`config.mk`:
```
export PLATFORM = sky130hd
export DESIGN_NAME = cordic_arbiter
export DESIGN_NICKNAME = d
export VERILOG_FILES = /design/src/rtl/cordic_arbiter.sv
export SDC_FILE = /design/constraint.sdc
export NUM_CORES = 1
export LEC_CHECK = 0
export ABC_AREA = 1
export ABC_CLOCK_PERIOD_IN_PS = 7000
export CAP_MARGIN = 20
export CORE_AREA = 2 2 269 271
export CTS_CLUSTER_DIAMETER = 40
export DETAILED_ROUTE_END_ITERATION = 16
export DIE_AREA = 0 0 271 273
export PLACE_DENSITY_LB_ADDON = 0.05
export SLEW_MARGIN = 30
export SYNTH_ARGS = -nofsm -noshare
export SYNTH_HDL_FRONTEND = slang
export SYNTH_SLANG_ARGS = --single-unit
```
`constraint.sdc`:
```
create_clock -name clk -period 7 [get_ports clk]
set_input_delay 0.7 -clock clk [delete_from_list [all_inputs] [get_ports clk]]
set_output_delay 0.7 -clock clk [all_outputs]
set_load 0.01 [all_outputs]
```
`src/rtl/cordic_arbiter.sv`:
```
// cordic_arbiter: round-robin scheduler sharing one pipelined CORDIC among N
// requesters, with a tag delay line that steers each result back to the
// requester that issued it.
//
// Ports:
//   clk, rst_n                      clock, async active-low reset
//   req_valid/req_ready[N]          per-requester handshake (ready is one-hot)
//   req_mode[N], req_x/y/z[N*W]     per-requester operands, requester i at [i*W +: W]
//   cord_en/mode/x/y/z              registered issue to the CORDIC core
//   cord_done, cord_xout/yout/zout  CORDIC result strobe and data
//   rsp_valid[N], rsp_x/y/z         one-hot result strobe + broadcast data (combinational)
//   err_mismatch                    sticky: cord_done disagreed with the tag line
module cordic_arbiter #(
  parameter int unsigned W       = 32,
  parameter int unsigned N       = 4,
  parameter int unsigned LAT     = 18,
  parameter int unsigned MAX_OUT = 4
) (
  input  logic           clk,
  input  logic           rst_n,
  input  logic [N-1:0]   req_valid,
  output logic [N-1:0]   req_ready,
  input  logic [N-1:0]   req_mode,
  input  logic [N*W-1:0] req_x,
  input  logic [N*W-1:0] req_y,
  input  logic [N*W-1:0] req_z,
  output logic           cord_en,
  output logic           cord_mode,
  output logic [W-1:0]   cord_x,
  output logic [W-1:0]   cord_y,
  output logic [W-1:0]   cord_z,
  input  logic           cord_done,
  input  logic [W-1:0]   cord_xout,
  input  logic [W-1:0]   cord_yout,
  input  logic [W-1:0]   cord_zout,
  output logic [N-1:0]   rsp_valid,
  output logic [W-1:0]   rsp_x,
  output logic [W-1:0]   rsp_y,
  output logic [W-1:0]   rsp_z,
  output logic           err_mismatch
);

  localparam int unsigned IDW = (N > 1) ? $clog2(N) : 1;
  localparam int unsigned CW  = $clog2(MAX_OUT + 1);

  logic [CW-1:0]  out_cnt [N];
  logic [IDW-1:0] rr_ptr;
  logic [IDW-1:0] issue_id;
  logic [IDW-1:0] gnt_id;
  logic [N-1:0]   elig;
  logic [N-1:0]   grant;
  logic           gnt_any;
  int unsigned    idx;
  logic           sel_mode;
  logic [W-1:0]   sel_x, sel_y, sel_z;
  logic [LAT:0]   tag_v;
  logic [IDW-1:0] tag_id [LAT+1];
  logic           tag_hit;

  // Tag entry LAT lines up with cord_done: stage 0 loads when the core samples
  // cord_en, and the core reports done LAT clocks after that sample.
  assign tag_hit = cord_done & tag_v[LAT];

  // Result steering; a mismatch (done without a tag, or tag without done) yields nothing.
  always_comb begin
    rsp_valid = '0;
    if (tag_hit) rsp_valid[tag_id[LAT]] = 1'b1;
  end

  assign rsp_x = cord_xout;
  assign rsp_y = cord_yout;
  assign rsp_z = cord_zout;

  // Eligibility credits a same-cycle return so a full requester can be re-granted at once.
  always_comb begin
    elig = '0;
    for (int i = 0; i < int'(N); i++) begin
      elig[i] = req_valid[i] && ((out_cnt[i] - CW'(rsp_valid[i])) < CW'(MAX_OUT));
    end
  end

  // Round-robin search starting at rr_ptr; nothing is granted while in reset.
  always_comb begin
    grant   = '0;
    gnt_id  = '0;
    gnt_any = 1'b0;
    idx     = 0;
    for (int unsigned off = 0; off < N; off++) begin
      idx = (32'(rr_ptr) + off) % N;
      if (!gnt_any && elig[IDW'(idx)]) begin
        gnt_any            = 1'b1;
        gnt_id             = IDW'(idx);
        grant[IDW'(idx)]   = 1'b1;
      end
    end
    if (!rst_n) begin
      grant   = '0;
      gnt_any = 1'b0;
    end
  end

  assign req_ready = grant;

  // Operand mux for the granted requester.
  always_comb begin
    sel_mode = 1'b0;
    sel_x    = '0;
    sel_y    = '0;
    sel_z    = '0;
    for (int i = 0; i < int'(N); i++) begin
      if (grant[i]) begin
        sel_mode = req_mode[i];
        sel_x    = req_x[i*W +: W];
        sel_y    = req_y[i*W +: W];
        sel_z    = req_z[i*W +: W];
      end
    end
  end

  // Issue registers and round-robin pointer.
  always_ff @(posedge clk or negedge rst_n) begin
    if (!rst_n) begin
      cord_en   <= 1'b0;
      cord_mode <= 1'b0;
      cord_x    <= '0;
      cord_y    <= '0;
      cord_z    <= '0;
      issue_id  <= '0;
      rr_ptr    <= '0;
    end else begin
      cord_en <= gnt_any;
      if (gnt_any) begin
        cord_mode <= sel_mode;
        cord_x    <= sel_x;
        cord_y    <= sel_y;
        cord_z    <= sel_z;
        issue_id  <= gnt_id;
        rr_ptr    <= IDW'((32'(gnt_id) + 32'd1) % N);
      end
    end
  end

  // Tag delay line tracking which requester owns each in-flight operation.
  always_ff @(posedge clk or negedge rst_n) begin
    if (!rst_n) begin
      tag_v <= '0;
      for (int i = 0; i <= int'(LAT); i++) tag_id[i] <= '0;
    end else begin
      tag_v     <= {tag_v[LAT-1:0], cord_en};
      tag_id[0] <= issue_id;
      for (int i = 1; i <= int'(LAT); i++) tag_id[i] <= tag_id[i-1];
    end
  end

  // Per-requester outstanding counters.
  always_ff @(posedge clk or negedge rst_n) begin
    if (!rst_n) begin
      for (int i = 0; i < int'(N); i++) out_cnt[i] <= '0;
    end else begin
      for (int i = 0; i < int'(N); i++) begin
        case ({grant[i], rsp_valid[i]})
          2'b10:   out_cnt[i] <= out_cnt[i] + CW'(1);
          2'b01:   out_cnt[i] <= out_cnt[i] - CW'(1);
          default: out_cnt[i] <= out_cnt[i];
        endcase
      end
    end
  end

  // Sticky protocol error.
  always_ff @(posedge clk or negedge rst_n) begin
    if (!rst_n) err_mismatch <= 1'b0;
    else if (cord_done != tag_v[LAT]) err_mismatch <= 1'b1;
  end

endmodule

```
# ---- Word-level counts from Yosys, hierarchy flattened
# Cells that the tools add are included.
dict set report word_totals {
  ff_bits 172
  inputBits 491
  wordCells 147
  output_inout_bits 203
}
dict set report op_classes {
  addsub 16
  n_mux 53
  bitwise 4
  order_cmp 14
  n_eq_ne 9
  n_reduce_logical 19
}
# cell count
set ops {}
lappend ops {{$mux 32} 12}
lappend ops {{$mux 4} 6}
lappend ops {{$pmux 3 s2} 4}
lappend ops {{$mux 1} 18}
lappend ops {{$lt 2x3->1 const B} 5}
lappend ops {{$add 3x1->3 const B} 4}
lappend ops {{$logic_and 1x1->1} 12}
lappend ops {{$lt 3x3->1 const B} 4}
lappend ops {{$or 4x4->4} 3}
lappend ops {{$sub 3x1->3} 4}
lappend ops {{$sub 3x1->3 const B} 4}
lappend ops {{$demux 1 s2} 5}
lappend ops {{$ge 2x1->1 const B} 5}
lappend ops {{$bmux 1 s2} 4}
lappend ops {{$eq 2x1->1 const B} 4}
lappend ops {{$eq 2x2->1 const B} 4}
lappend ops {{$mux 2} 4}
lappend ops {{$reduce_bool 2->1} 4}
lappend ops {{$add 2x1->2 const B} 2}
lappend ops {{$add 2x2->2 const B} 2}
lappend ops {{$logic_not 1->1} 3}
lappend ops {{$and 1x1->1} 1}
lappend ops {{$ne 1x1->1} 1}

# ---- Longest topological paths before layout
# Gate-level depths: netlist of run 1.
dict set report depth {
  ltp_word 25
  depth_mapped 22
  mapped_depth_nobuf 20
}

# ---- Worst setup path before layout of run 1
# OpenSTA, ideal clock, no wires.
dict set report synth_timing {
  path_kind {input to register}
  from {input port cord_done}
  to {register out_cnt[2] in the netlist's numbering}
  arrival_ps 3362
  path_slack_ps 3507
  n_path_buf 2
  setup_ps 131
  t_required_ps 6869
  path_stages 21
  cell_sequence {ha_1 nand2_2 nor2_2 nand3_2 nand3_2 nand2_2 nand3_2 nand2_2 nor2_4 nand2_2 nor2_4 nand2_1 nand2_1 nand2_2 buf_6 buf_2 ha_1 fa_1 a21oi_1 o21ai_0 xor2_1}
}
dict set report synth_via {
  elab_chain_cells 20
  word_cells_on_any_way 43
  classes_between {add/sub: 4; order compare: 4; eq/ne: 2; mux: 18; bitwise: 4; reduce/logical: 11}
}
# element line_no
set synth_lines {}
lappend synth_lines {{start: declaration} 32} ;# input logic cord_done,
lappend synth_lines {{$and 1x1->1 (*)} 62} ;# assign tag_hit = cord_done & tag_v[LAT];
lappend synth_lines {{$mux 4 (*)} 67} ;# if (tag_hit) rsp_valid[tag_id[LAT]] = 1'b1;
lappend synth_lines {{via rsp_valid[1]} 36} ;# output logic [N-1:0] rsp_valid,
lappend synth_lines {{$sub 3x1->3 (*)} 78} ;# elig[i] = req_valid[i] && ((out_cnt[i] - CW'(rsp_valid[i])) < CW'(MAX_OUT));
lappend synth_lines {{$lt 3x3->1 (*)} 78}
lappend synth_lines {{$logic_and 1x1->1 (*)} 78}
lappend synth_lines {{$bmux 1 s2} 90} ;# if (!gnt_any && elig[IDW'(idx)]) begin
lappend synth_lines {{$mux 1 (implied by the code)} 90}
lappend synth_lines {{[... 5 more ...]} n/a}
lappend synth_lines {{$logic_and 1x1->1} 90}
lappend synth_lines {{$mux 1} 90}
lappend synth_lines {{$logic_not 1->1} 90}
lappend synth_lines {{$logic_and 1x1->1} 90}
lappend synth_lines {{$mux 4 (*)} 90}
lappend synth_lines {{$mux 4 (*)} 96} ;# if (!rst_n) begin
lappend synth_lines {{$eq 2x1->1 / $eq 2x2->1 (equally long branches)} 161} ;# case ({grant[i], rsp_valid[i]})
lappend synth_lines {{$pmux 3 s2 / $reduce_bool 2->1 (equally long branches)} n/a}
lappend synth_lines {{end signal: indexed assignment} 162} ;# 2'b10: out_cnt[i] <= out_cnt[i] + CW'(1);
lappend synth_lines {{end signal: indexed assignment} 163} ;# 2'b01: out_cnt[i] <= out_cnt[i] - CW'(1);
lappend synth_lines {{end signal: indexed assignment} 164} ;# default: out_cnt[i] <= out_cnt[i];
lappend synth_lines {{end: declaration} 46} ;# logic [CW-1:0] out_cnt [N];
# Mark *: on every way through the listed nets, which the timed path passes. The rest lies on a longest branch. The select of a mux whose other input is x is not followed.
# A chain may end at the register's enable or synchronous reset.

# ---- Final worst setup path of run 1
dict set report layout_timing {
  from {input port cord_done}
  to {output port req_ready[3]}
}
dict set report layout_via {
  elab_chain_cells 18
  word_cells_on_any_way 39
  classes_between {add/sub: 4; order compare: 4; mux: 17; bitwise: 4; reduce/logical: 10}
}
# element line_no
set layout_lines {}
lappend layout_lines {{$and 1x1->1 (*)} 62}
lappend layout_lines {{$mux 4 (*)} 67}
lappend layout_lines {{$sub 3x1->3} 78}
lappend layout_lines {{$lt 3x3->1} 78}
lappend layout_lines {{$logic_and 1x1->1} 78}
lappend layout_lines {{$bmux 1 s2} 90}
lappend layout_lines {{$mux 1 (implied by the code)} 90}
lappend layout_lines {{$mux 1} 90}
lappend layout_lines {{[... 2 more ...]} n/a}
lappend layout_lines {{$mux 1} 90}
lappend layout_lines {{$logic_not 1->1} 90}
lappend layout_lines {{$logic_and 1x1->1} 90}
lappend layout_lines {{$mux 1} 90}
lappend layout_lines {{$logic_not 1->1} 90}
lappend layout_lines {{$logic_and 1x1->1} 90}
lappend layout_lines {{$mux 4 (*)} 90}
lappend layout_lines {{$mux 4 (*)} 96}
lappend layout_lines {{end: declaration} 22} ;# output logic [N-1:0] req_ready,
# Every way passes the cells marked *; elsewhere a longest branch is shown, timed or not. The select of a mux whose other input is x is not followed.

==> flow_summary.html, run 1 <==
<table>
<tr><th>Metric</th><th>Value</th></tr>
<tr><th colspan="2">Worst setup path</th></tr>
<tr><td>Crit path launch type</td><td>input pin</td></tr>
<tr><td>Worst Setup End Kind</td><td>output port</td></tr>
<tr><td>Kind of critical path</td><td>in -&gt; out</td></tr>
<tr><td>Origin of the critical flop-to-flop path</td><td>rr_ptr[0]</td></tr>
<tr><td>CP startpoint</td><td>cord_done</td></tr>
<tr><td>Depth of the most critical reg-to-reg path</td><td>16</td></tr>
<tr><td>Arr. time, crit path</td><td>4.17 ns</td></tr>
<tr><td>CP Max Fanout</td><td>125</td></tr>
<tr><td>End of the worst register-to-register path</td><td>cord_y[13]</td></tr>
<tr><td>Critical Path Sink</td><td>req_ready[3]</td></tr>
<tr><td>Critical Path RT</td><td>6.30 ns</td></tr>
<tr><td>Worst setup slack for register-to-register paths</td><td>2.70 ns</td></tr>
<tr><th colspan="2">Drt</th></tr>
<tr><td>Number of DRC violations after detailed-routing iteration 0</td><td>643</td></tr>
<tr><td>Number of routed nets with antenna violations</td><td>0</td></tr>
<tr><td>Total routed wirelength</td><td>62500 um</td></tr>
<tr><td>Length of the first detailed-routing pass in iterations</td><td>5</td></tr>
<tr><td>DR DRC count</td><td>0</td></tr>
<tr><td>Vias per std cell</td><td>4.04</td></tr>
<tr><td>Total vias in the final route</td><td>12200</td></tr>
<tr><td>Average wire per standard cell</td><td>20.7 um</td></tr>
<tr><th colspan="2">Floorplan</th></tr>
<tr><td>Placeable core region</td><td>71000 sq um</td></tr>
<tr><td>Die width</td><td>271 um</td></tr>
<tr><td>Y dimension of the die</td><td>273 um</td></tr>
<tr><td>Floorplan row count</td><td>98</td></tr>
<tr><td>Area of the die</td><td>74000 sq um</td></tr>
<tr><td>Ports</td><td>694</td></tr>
<tr><td>Initial standard-cell utilization of the core</td><td>0.167</td></tr>
<tr><th colspan="2">Clocking</th></tr>
<tr><td>Clock-pin slew on the worst setup and hold paths</td><td>0.08 ns</td></tr>
<tr><td>CTS sink count</td><td>172</td></tr>
<tr><td>Resize count post-CTS</td><td>0</td></tr>
<tr><td>Inserted Clock Buffers</td><td>17</td></tr>
<tr><td>Max H-tree Level</td><td>4</td></tr>
<tr><td>Maximum buffer depth of the clock tree</td><td>2</td></tr>
<tr><td>Post-cts hold buffer count</td><td>0</td></tr>
<tr><td>Skew-Pair Late Insertion Delay</td><td>0.49 ns</td></tr>
<tr><td>Number of buffers inserted to repair setup after CTS</td><td>0</td></tr>
<tr><td>Root Buffer</td><td>clkbuf_16</td></tr>
<tr><td>Clock tree from TritonCTS</td><td>yes</td></tr>
<tr><th colspan="2">Timing</th></tr>
<tr><td>Relative slew slack</td><td>0.375</td></tr>
<tr><td>Worst Clk Skew</td><td>0.0137 ns</td></tr>
<tr><td>Least-Margin Pin Slew</td><td>0.937 ns</td></tr>
<tr><td>Hold WS</td><td>0.106 ns</td></tr>
<tr><td>Number of slew-limit violations in the final report</td><td>0</td></tr>
<tr><td>Final-report setup violation count</td><td>0</td></tr>
<tr><td>Final count of hold timing violations</td><td>0</td></tr>
<tr><td>Fraction of the cycle the final worst path needs</td><td>0.696</td></tr>
<tr><td>Minimum setup slack in the final design</td><td>2.13 ns</td></tr>
<tr><td>RSZ-0062 raised after global routing</td><td>no</td></tr>
<tr><td>Tmin final</td><td>4.87 ns</td></tr>
<tr><td>Fmax</td><td>205 MHz</td></tr>
<tr><td>Final total negative setup slack</td><td>0 ns</td></tr>
<tr><th colspan="2">Place</th></tr>
<tr><td>Worst-case setup slack after placement</td><td>2.02 ns</td></tr>
<tr><td>Quantity of I/O buffers inserted on ports</td><td>501</td></tr>
<tr><td>Final estimated routing congestion in global placement</td><td>0.822</td></tr>
<tr><td>Instance area at placement</td><td>16900 sq um</td></tr>
<tr><td>DP Wirelength</td><td>45300 um</td></tr>
<tr><td>Cell count after placement</td><td>2972</td></tr>
<tr><th colspan="2">Flow run</th></tr>
<tr><td>Number of max-capacitance violations reported</td><td>0</td></tr>
<tr><th colspan="2">Cells and area</th></tr>
<tr><td>Share of layout cells above drive strength 1</td><td>0.0438</td></tr>
<tr><td>Commonest cells after routing, fill and taps aside</td><td>nand2_1 (610), clkdlybuf4s50_1 (500), nand3_1 (307)</td></tr>
<tr><td>Final core utilization</td><td>0.248</td></tr>
<tr><td>Number of nets at the end of the flow</td><td>2550</td></tr>
<tr><td>Layout area overhead</td><td>48.6%</td></tr>
<tr><td>Post-Layout Inst Area</td><td>17600 sq um</td></tr>
<tr><td>Most common cell after layout, fill and taps aside</td><td>nand2_1</td></tr>
<tr><td>Count of non-filler cells in the finished layout</td><td>3013</td></tr>
<tr><th colspan="2">Global route</th></tr>
<tr><td>Global route overflow</td><td>0</td></tr>
<tr><td>Wire length of the first global-routing pass</td><td>89300 um</td></tr>
<tr><td>Overall track demand over capacity in global routing</td><td>0.166</td></tr>
<tr><td>Number of antenna violations at the first check in global routing</td><td>29</td></tr>
<tr><td>Pin count of the biggest net entering global routing</td><td>132</td></tr>
<tr><td>Via count of the first global-routing pass</td><td>12500</td></tr>
<tr><th colspan="2">Logic synthesis</th></tr>
<tr><td>Synthesized instance count</td><td>1716</td></tr>
<tr><td>Summed instance area of the synthesized netlist</td><td>11900 sq um</td></tr>
<tr><td>Share of the yosys chip area belonging to registers</td><td>0.363</td></tr>
<tr><td>Cell variety after synth</td><td>33</td></tr>
<tr><td>Post-synthesis sequential element count</td><td>172</td></tr>
<tr><td>Synth Net Count</td><td>2224</td></tr>
<tr><td>Warnings, synthesis</td><td>0</td></tr>
<tr><td>Mean cell area of the mapped netlist</td><td>6.91 sq um</td></tr>
<tr><th colspan="2">Power and ir drop</th></tr>
<tr><td>Total power draw</td><td>2.62 mW</td></tr>
<tr><td>Leakage Power</td><td>8.18 nW</td></tr>
<tr><td>Maximum vdd drop</td><td>0.133 mV</td></tr>
<tr><td>Pwr Density</td><td>149 nW/um^2</td></tr>
<tr><th colspan="2">Status</th></tr>
<tr><td>Result of the run</td><td>complete, no violations</td></tr>
<tr><th colspan="2">Hold path</th></tr>
<tr><td>Path category of the worst min-delay check</td><td>in -&gt; async</td></tr>
</table>
## synthesized netlist by cell type
cell type	number	share of area
a21oi_1	9	0.0038
buf_1	6	0.0019
buf_2	49	0.021
buf_4	103	0.065
buf_6	10	0.0095
clkbuf_1	43	0.014
dfrtp_1	172	0.36
fa_1	4	0.0068
ha_1	13	0.014
inv_1	115	0.036
inv_2	3	0.00095
mux2_2	4	0.0038
nand2_1	610	0.19
nand2_2	12	0.0063
nand2_4	4	0.0038
nand3_1	307	0.13
nand3_2	6	0.0051
nand3_4	1	0.0015
nand4_1	11	0.0058
nand4_2	1	0.0011
nor2_1	10	0.0032
nor2_2	2	0.0011
nor2_4	4	0.0038
nor2_8	1	0.0017
nor3_1	2	0.00084
o211ai_1	1	0.00063
o21ai_0	75	0.032
o21ai_1	31	0.013
or2_0	50	0.026
or2_1	47	0.025
or2_2	1	0.00053
xnor2_1	4	0.0030
xor2_1	5	0.0037
## per-layer routing
| metal | wire [um] | share of wire | vias up | GRT usage |
|---|---|---|---|---|
| li1 | - | - | 5991 | - |
| met1 | 26100 | 0.42 | 5727 | 0.197 |
| met2 | 30000 | 0.48 | 331 | 0.274 |
| met3 | 5230 | 0.084 | 83 | 0.0706 |
| met4 | 864 | 0.014 | 40 | 0.0449 |
| met5 | 239 | 0.0038 | - | 0 |
## state kept, by name, summed over array words and instances (netlist names)
register / cells
cord_mode: 1
cord_y: 32
cord_z: 32
issue_id: 2
tag_v: 19
rr_ptr: 2
tag_id: 38
out_cnt: 12
err_mismatch: 1
cord_en: 1
cord_x: 32
## power breakdown
part / internal [mW] / switching, mW
logic: 0.295 / 0.167
clock network: 0.556 / 0.540
registers: 1.04 / 0.0276
total: 1.89 / 0.734
## cell type report
| type | count | area (sq um) |
|---|---|---|
| diodes | 8 | 20.0 |
| clock buffers | 17 | 425 |
| clock inverters | 15 | 219 |
| fillers | 7857 | 53400 |
| inverters | 118 | 443 |
| multi-input cells | 1215 | 5830 |
| flip-flops and latches | 172 | 4300 |
| well taps | 950 | 1190 |
| repair buffers | 518 | 5190 |
## cell families after synthesis
logic type / share of synthesized area
flops: 0.363
mux: 0.00380
xor+xnor: 0.00665
simple gates: 0.409
compound gates: 0.0492
fa+ha+maj: 0.0205
buf+inv: 0.148
## critical path: stages
cell and delay, ns:
clkdlybuf4s50_1 0.46, ha_1 0.21, inv_1 0.09, nor2_2 0.15, nand3_1 0.09, nand2_1 0.10
nand3_1 0.12, nand2_1 0.12, nand3_1 0.09, nand2_1 0.24, inv_1 0.12, nor2_4 0.16
nand2_1 0.06, nand2_1 0.15, nand2_8 0.46, inv_1 0.27, clkdlybuf4s50_1 0.57
## worst min path at each step
stage | from | endpoint | slack [ns] | cells after the start
detailed placement | tag_id[7] | tag_id[5] | 0.33 | 0
global route | rst_n | err_mismatch | 0.10 | 1
CTS | rst_n | cord_x[3] | 0.08 | 1
floorplan | tag_id[2] | tag_id[0] | 0.33 | 0
global placement | tag_id[11] | tag_id[9] | 0.33 | 0
finish | rst_n | cord_x[3] | 0.11 | 1
(Power assumes the default switching activity.)
==> run 2: changes to the inputs <==
--- a/config.mk
+++ b/config.mk
@@ -6,7 +6,7 @@
 export NUM_CORES = 1
 export LEC_CHECK = 0
 export ABC_AREA = 1
-export ABC_CLOCK_PERIOD_IN_PS = 7000
+export ABC_CLOCK_PERIOD_IN_PS = 4500
 export CAP_MARGIN = 20
 export CORE_AREA = 2 2 269 271
 export CTS_CLUSTER_DIAMETER = 40
==> constraint.sdc (replaced) <==
create_clock -name clk -period 4.5 [get_ports clk]
set_input_delay 0.45 -clock clk [delete_from_list [all_inputs] [get_ports clk]]
set_output_delay 0.45 -clock clk [all_outputs]
set_load 0.01 [all_outputs]
==> run 2 against run 1 <==
Hold slack better by 0.24 ns. Critical path depth decreased by 4. Final cell count barely moved. Global-route usage decreased by 0.085 points. Clock skew up 0.0015 ns. First-iteration DRC count grew 5.4%. Clock power up 47%. Routed wire length decreased by 0.86%.
==> flow_summary.html, run 2 (synthesis gave the netlist of run 1 again) <==
<table>
<tr><th>Metric</th><th>Value</th></tr>
<tr><th colspan="2">Hold path</th></tr>
<tr><td>Path category of the worst min-delay check</td><td>reg -&gt; reg</td></tr>
<tr><td>Hold EP</td><td>tag_id[4]</td></tr>
<tr><td>Hold-critical path depth</td><td>0</td></tr>
<tr><td>Beginning of the worst hold path</td><td>tag_id[6]</td></tr>
<tr><th colspan="2">Floorplan</th></tr>
<tr><td>Die width</td><td>271 um</td></tr>
<tr><td>Placeable core region</td><td>71000 sq um</td></tr>
<tr><td>Area of the die</td><td>74000 sq um</td></tr>
<tr><td>Ports</td><td>694</td></tr>
<tr><td>Initial standard-cell utilization of the core</td><td>0.167</td></tr>
<tr><td>Y dimension of the die</td><td>273 um</td></tr>
<tr><td>Floorplan row count</td><td>98</td></tr>
<tr><th colspan="2">Timing</th></tr>
<tr><td>Number of slew-limit violations in the final report</td><td>0</td></tr>
<tr><td>Fmax</td><td>247 MHz</td></tr>
<tr><td>Fraction of the cycle the final worst path needs</td><td>0.898</td></tr>
<tr><td>RSZ-0062 raised after global routing</td><td>no</td></tr>
<tr><td>Relative slew slack</td><td>0.353</td></tr>
<tr><td>Worst Clk Skew</td><td>0.0152 ns</td></tr>
<tr><td>Least-Margin Pin Slew</td><td>0.971 ns</td></tr>
<tr><td>Final total negative setup slack</td><td>0 ns</td></tr>
<tr><td>Final-report setup violation count</td><td>0</td></tr>
<tr><td>Final count of hold timing violations</td><td>0</td></tr>
<tr><td>Hold WS</td><td>0.342 ns</td></tr>
<tr><td>Tmin final</td><td>4.04 ns</td></tr>
<tr><th colspan="2">Place</th></tr>
<tr><td>DP Wirelength</td><td>44200 um</td></tr>
<tr><td>Final estimated routing congestion in global placement</td><td>0.817</td></tr>
<tr><td>Quantity of I/O buffers inserted on ports</td><td>501</td></tr>
<tr><th colspan="2">Power and ir drop</th></tr>
<tr><td>Maximum vdd drop</td><td>0.213 mV</td></tr>
<tr><td>Net switching power figure</td><td>1.11 mW</td></tr>
<tr><td>Pwr Density</td><td>226 nW/um^2</td></tr>
<tr><td>Sw frac</td><td>0.277</td></tr>
<tr><td>Reg power frac</td><td>0.415</td></tr>
<tr><td>Logic pwr share</td><td>0.180</td></tr>
<tr><td>Internal Dissipation</td><td>2.89 mW</td></tr>
<tr><td>Leakage Power</td><td>8.20 nW</td></tr>
<tr><td>Clock network power share</td><td>0.405</td></tr>
<tr><th colspan="2">Status</th></tr>
<tr><td>Result of the run</td><td>complete, no violations</td></tr>
<tr><th colspan="2">Cells and area</th></tr>
<tr><td>Layout area overhead</td><td>49.0%</td></tr>
<tr><td>Most common cell after layout, fill and taps aside</td><td>nand2_1</td></tr>
<tr><td>Flip-flop count of the largest register, all copies and words added</td><td>38</td></tr>
<tr><td>Commonest cells after routing, fill and taps aside</td><td>nand2_1 (610), clkdlybuf4s50_1 (500), nand3_1 (307)</td></tr>
<tr><td>Reg with most FFs</td><td>tag_id</td></tr>
<tr><td>Share of layout cells above drive strength 1</td><td>0.0438</td></tr>
<tr><td>Number of nets at the end of the flow</td><td>2551</td></tr>
<tr><th colspan="2">Global route</th></tr>
<tr><td>Number of antenna violations at the first check in global routing</td><td>29</td></tr>
<tr><td>Pin count of the biggest net entering global routing</td><td>160</td></tr>
<tr><td>Global route overflow</td><td>0</td></tr>
<tr><td>Via count of the first global-routing pass</td><td>12400</td></tr>
<tr><td>Overall track demand over capacity in global routing</td><td>0.165</td></tr>
<tr><td>Wire length of the first global-routing pass</td><td>89000 um</td></tr>
<tr><th colspan="2">Worst setup path</th></tr>
<tr><td>Top cell family by delay on the critical path</td><td>buffers and inverters</td></tr>
<tr><td>Cell-by-cell listing of the critical path</td><td>inv_2, ha_1, inv_1, nand3_2, nand2_4, nor2_4, nand2_2, nor2_4, nand2_1, nand2_1, nand2_8, inv_1, clkdlybuf4s50_1</td></tr>
<tr><td>Depth of the most critical reg-to-reg path</td><td>16</td></tr>
<tr><td>Largest stage delay on the critical path</td><td>0.63 ns</td></tr>
<tr><td>End of the worst register-to-register path</td><td>out_cnt[2]</td></tr>
<tr><td>Critical-path top delay cell</td><td>dfrtp_1</td></tr>
<tr><td>Worst Setup End Kind</td><td>output port</td></tr>
<tr><td>Origin of the critical flop-to-flop path</td><td>rr_ptr[0]</td></tr>
<tr><td>Crit path launch type</td><td>flop</td></tr>
<tr><td>Kind of critical path</td><td>reg -&gt; out</td></tr>
<tr><td>Worst setup slack for register-to-register paths</td><td>0.83 ns</td></tr>
<tr><td>Critical Path RT</td><td>4.05 ns</td></tr>
<tr><td>CP Max Fanout</td><td>34</td></tr>
<tr><td>Arr. time, crit path</td><td>3.59 ns</td></tr>
<tr><td>Bufs and invs on worst path</td><td>4</td></tr>
<tr><th colspan="2">Clocking</th></tr>
<tr><td>Inserted Clock Buffers</td><td>17</td></tr>
<tr><td>Resize count post-CTS</td><td>0</td></tr>
<tr><td>Root Buffer</td><td>clkbuf_16</td></tr>
<tr><td>Clock tree from TritonCTS</td><td>yes</td></tr>
<tr><td>Clock-pin slew on the worst setup and hold paths</td><td>0.08 ns</td></tr>
<tr><td>Max H-tree Level</td><td>4</td></tr>
<tr><td>Skew-Pair Late Insertion Delay</td><td>0.50 ns</td></tr>
<tr><td>Maximum buffer depth of the clock tree</td><td>2</td></tr>
<tr><td>CTS sink count</td><td>172</td></tr>
<tr><th colspan="2">Drt</th></tr>
<tr><td>Total vias in the final route</td><td>12300</td></tr>
<tr><td>DR DRC count</td><td>0</td></tr>
<tr><td>Vias per std cell</td><td>4.08</td></tr>
<tr><td>Total routed wirelength</td><td>62000 um</td></tr>
<tr><td>Number of DRC violations after detailed-routing iteration 0</td><td>678</td></tr>
<tr><td>Length of the first detailed-routing pass in iterations</td><td>4</td></tr>
<tr><td>Average wire per standard cell</td><td>20.6 um</td></tr>
<tr><td>Number of routed nets with antenna violations</td><td>0</td></tr>
<tr><th colspan="2">Flow run</th></tr>
<tr><td>Number of max-capacitance violations reported</td><td>0</td></tr>
</table>
-- run 2: timing repair --
action                                  CTS  global route
endpoints found under the hold margin    30             0
hold buffers                              1             0
endpoints found under the setup margin    0             0
buffers inserted                          0             0
-- run 2: area by class of cell --
| class | instances | area (sq um) |
|---|---|---|
| Inverter | 118 | 443 |
| Timing Repair Buffer | 519 | 5270 |
| Fill cell | 7840 | 53300 |
| Sequential cell | 172 | 4300 |
| Clock buffer | 18 | 439 |
| Antenna cell | 6 | 15.0 |
| Tap cell | 950 | 1190 |
| Clock inverter | 14 | 175 |
| Multi-Input combinational cell | 1215 | 5830 |
-- run 2: how the worst max path moves through the flow --
stage / slack (ns) / endpoint / cells past startpoint / startpoint
after floorplan: 1.26 / out_cnt[2] / 21 / cord_done
after global placement: 0.38 / out_cnt[2] / 20 / cord_done
after detailed placement: 0.44 / out_cnt[2] / 20 / cord_done
after CTS: 0.39 / req_ready[3] / 13 / rr_ptr[0]
after global routing: 0.15 / req_ready[3] / 12 / rr_ptr[0]
final: 0.46 / req_ready[3] / 13 / rr_ptr[0]
-- run 2: stage by stage --
step / cells / setup slack [ns] / cell area, sq um / total power, mW / utilization
3_3_place_gp: 2973 / 0.383 / 17000 / 2.42 / 0.240
6_report: 3012 / 0.459 / 17700 / 4.00 / 0.249
2_1_floorplan: 1716 / 1.26 / 11900 / 1.91 / -
4_1_cts: 3006 / 0.392 / 17700 / 4.12 / 0.249
5_1_grt: 3010 / 0.148 / 17700 / 4.21 / 0.249
3_5_place_dp: 2973 / 0.437 / 17000 / 2.42 / 0.240
-- run 2: routing by layer --
layer	part of all wire	track usage	vias to the layer above
li1	-	-	5994
met1	0.42	0.200	5785
met2	0.48	0.270	379
met3	0.082	0.0693	86
met4	0.014	0.0403	40
met5	0.0043	0	-
-- run 2: power groups by stage --
| stage | registers, mW | logic (mW) | clock network, mW |
|---|---|---|---|
| 2_1_floorplan | 1.72 | 0.190 | 0 |
| 3_3_place_gp | 1.69 | 0.734 | 0 |
| 3_5_place_dp | 1.69 | 0.730 | 0 |
| 4_1_cts | 1.66 | 0.734 | 1.73 |
| 5_1_grt | 1.67 | 0.774 | 1.77 |
| 6_report | 1.66 | 0.718 | 1.62 |
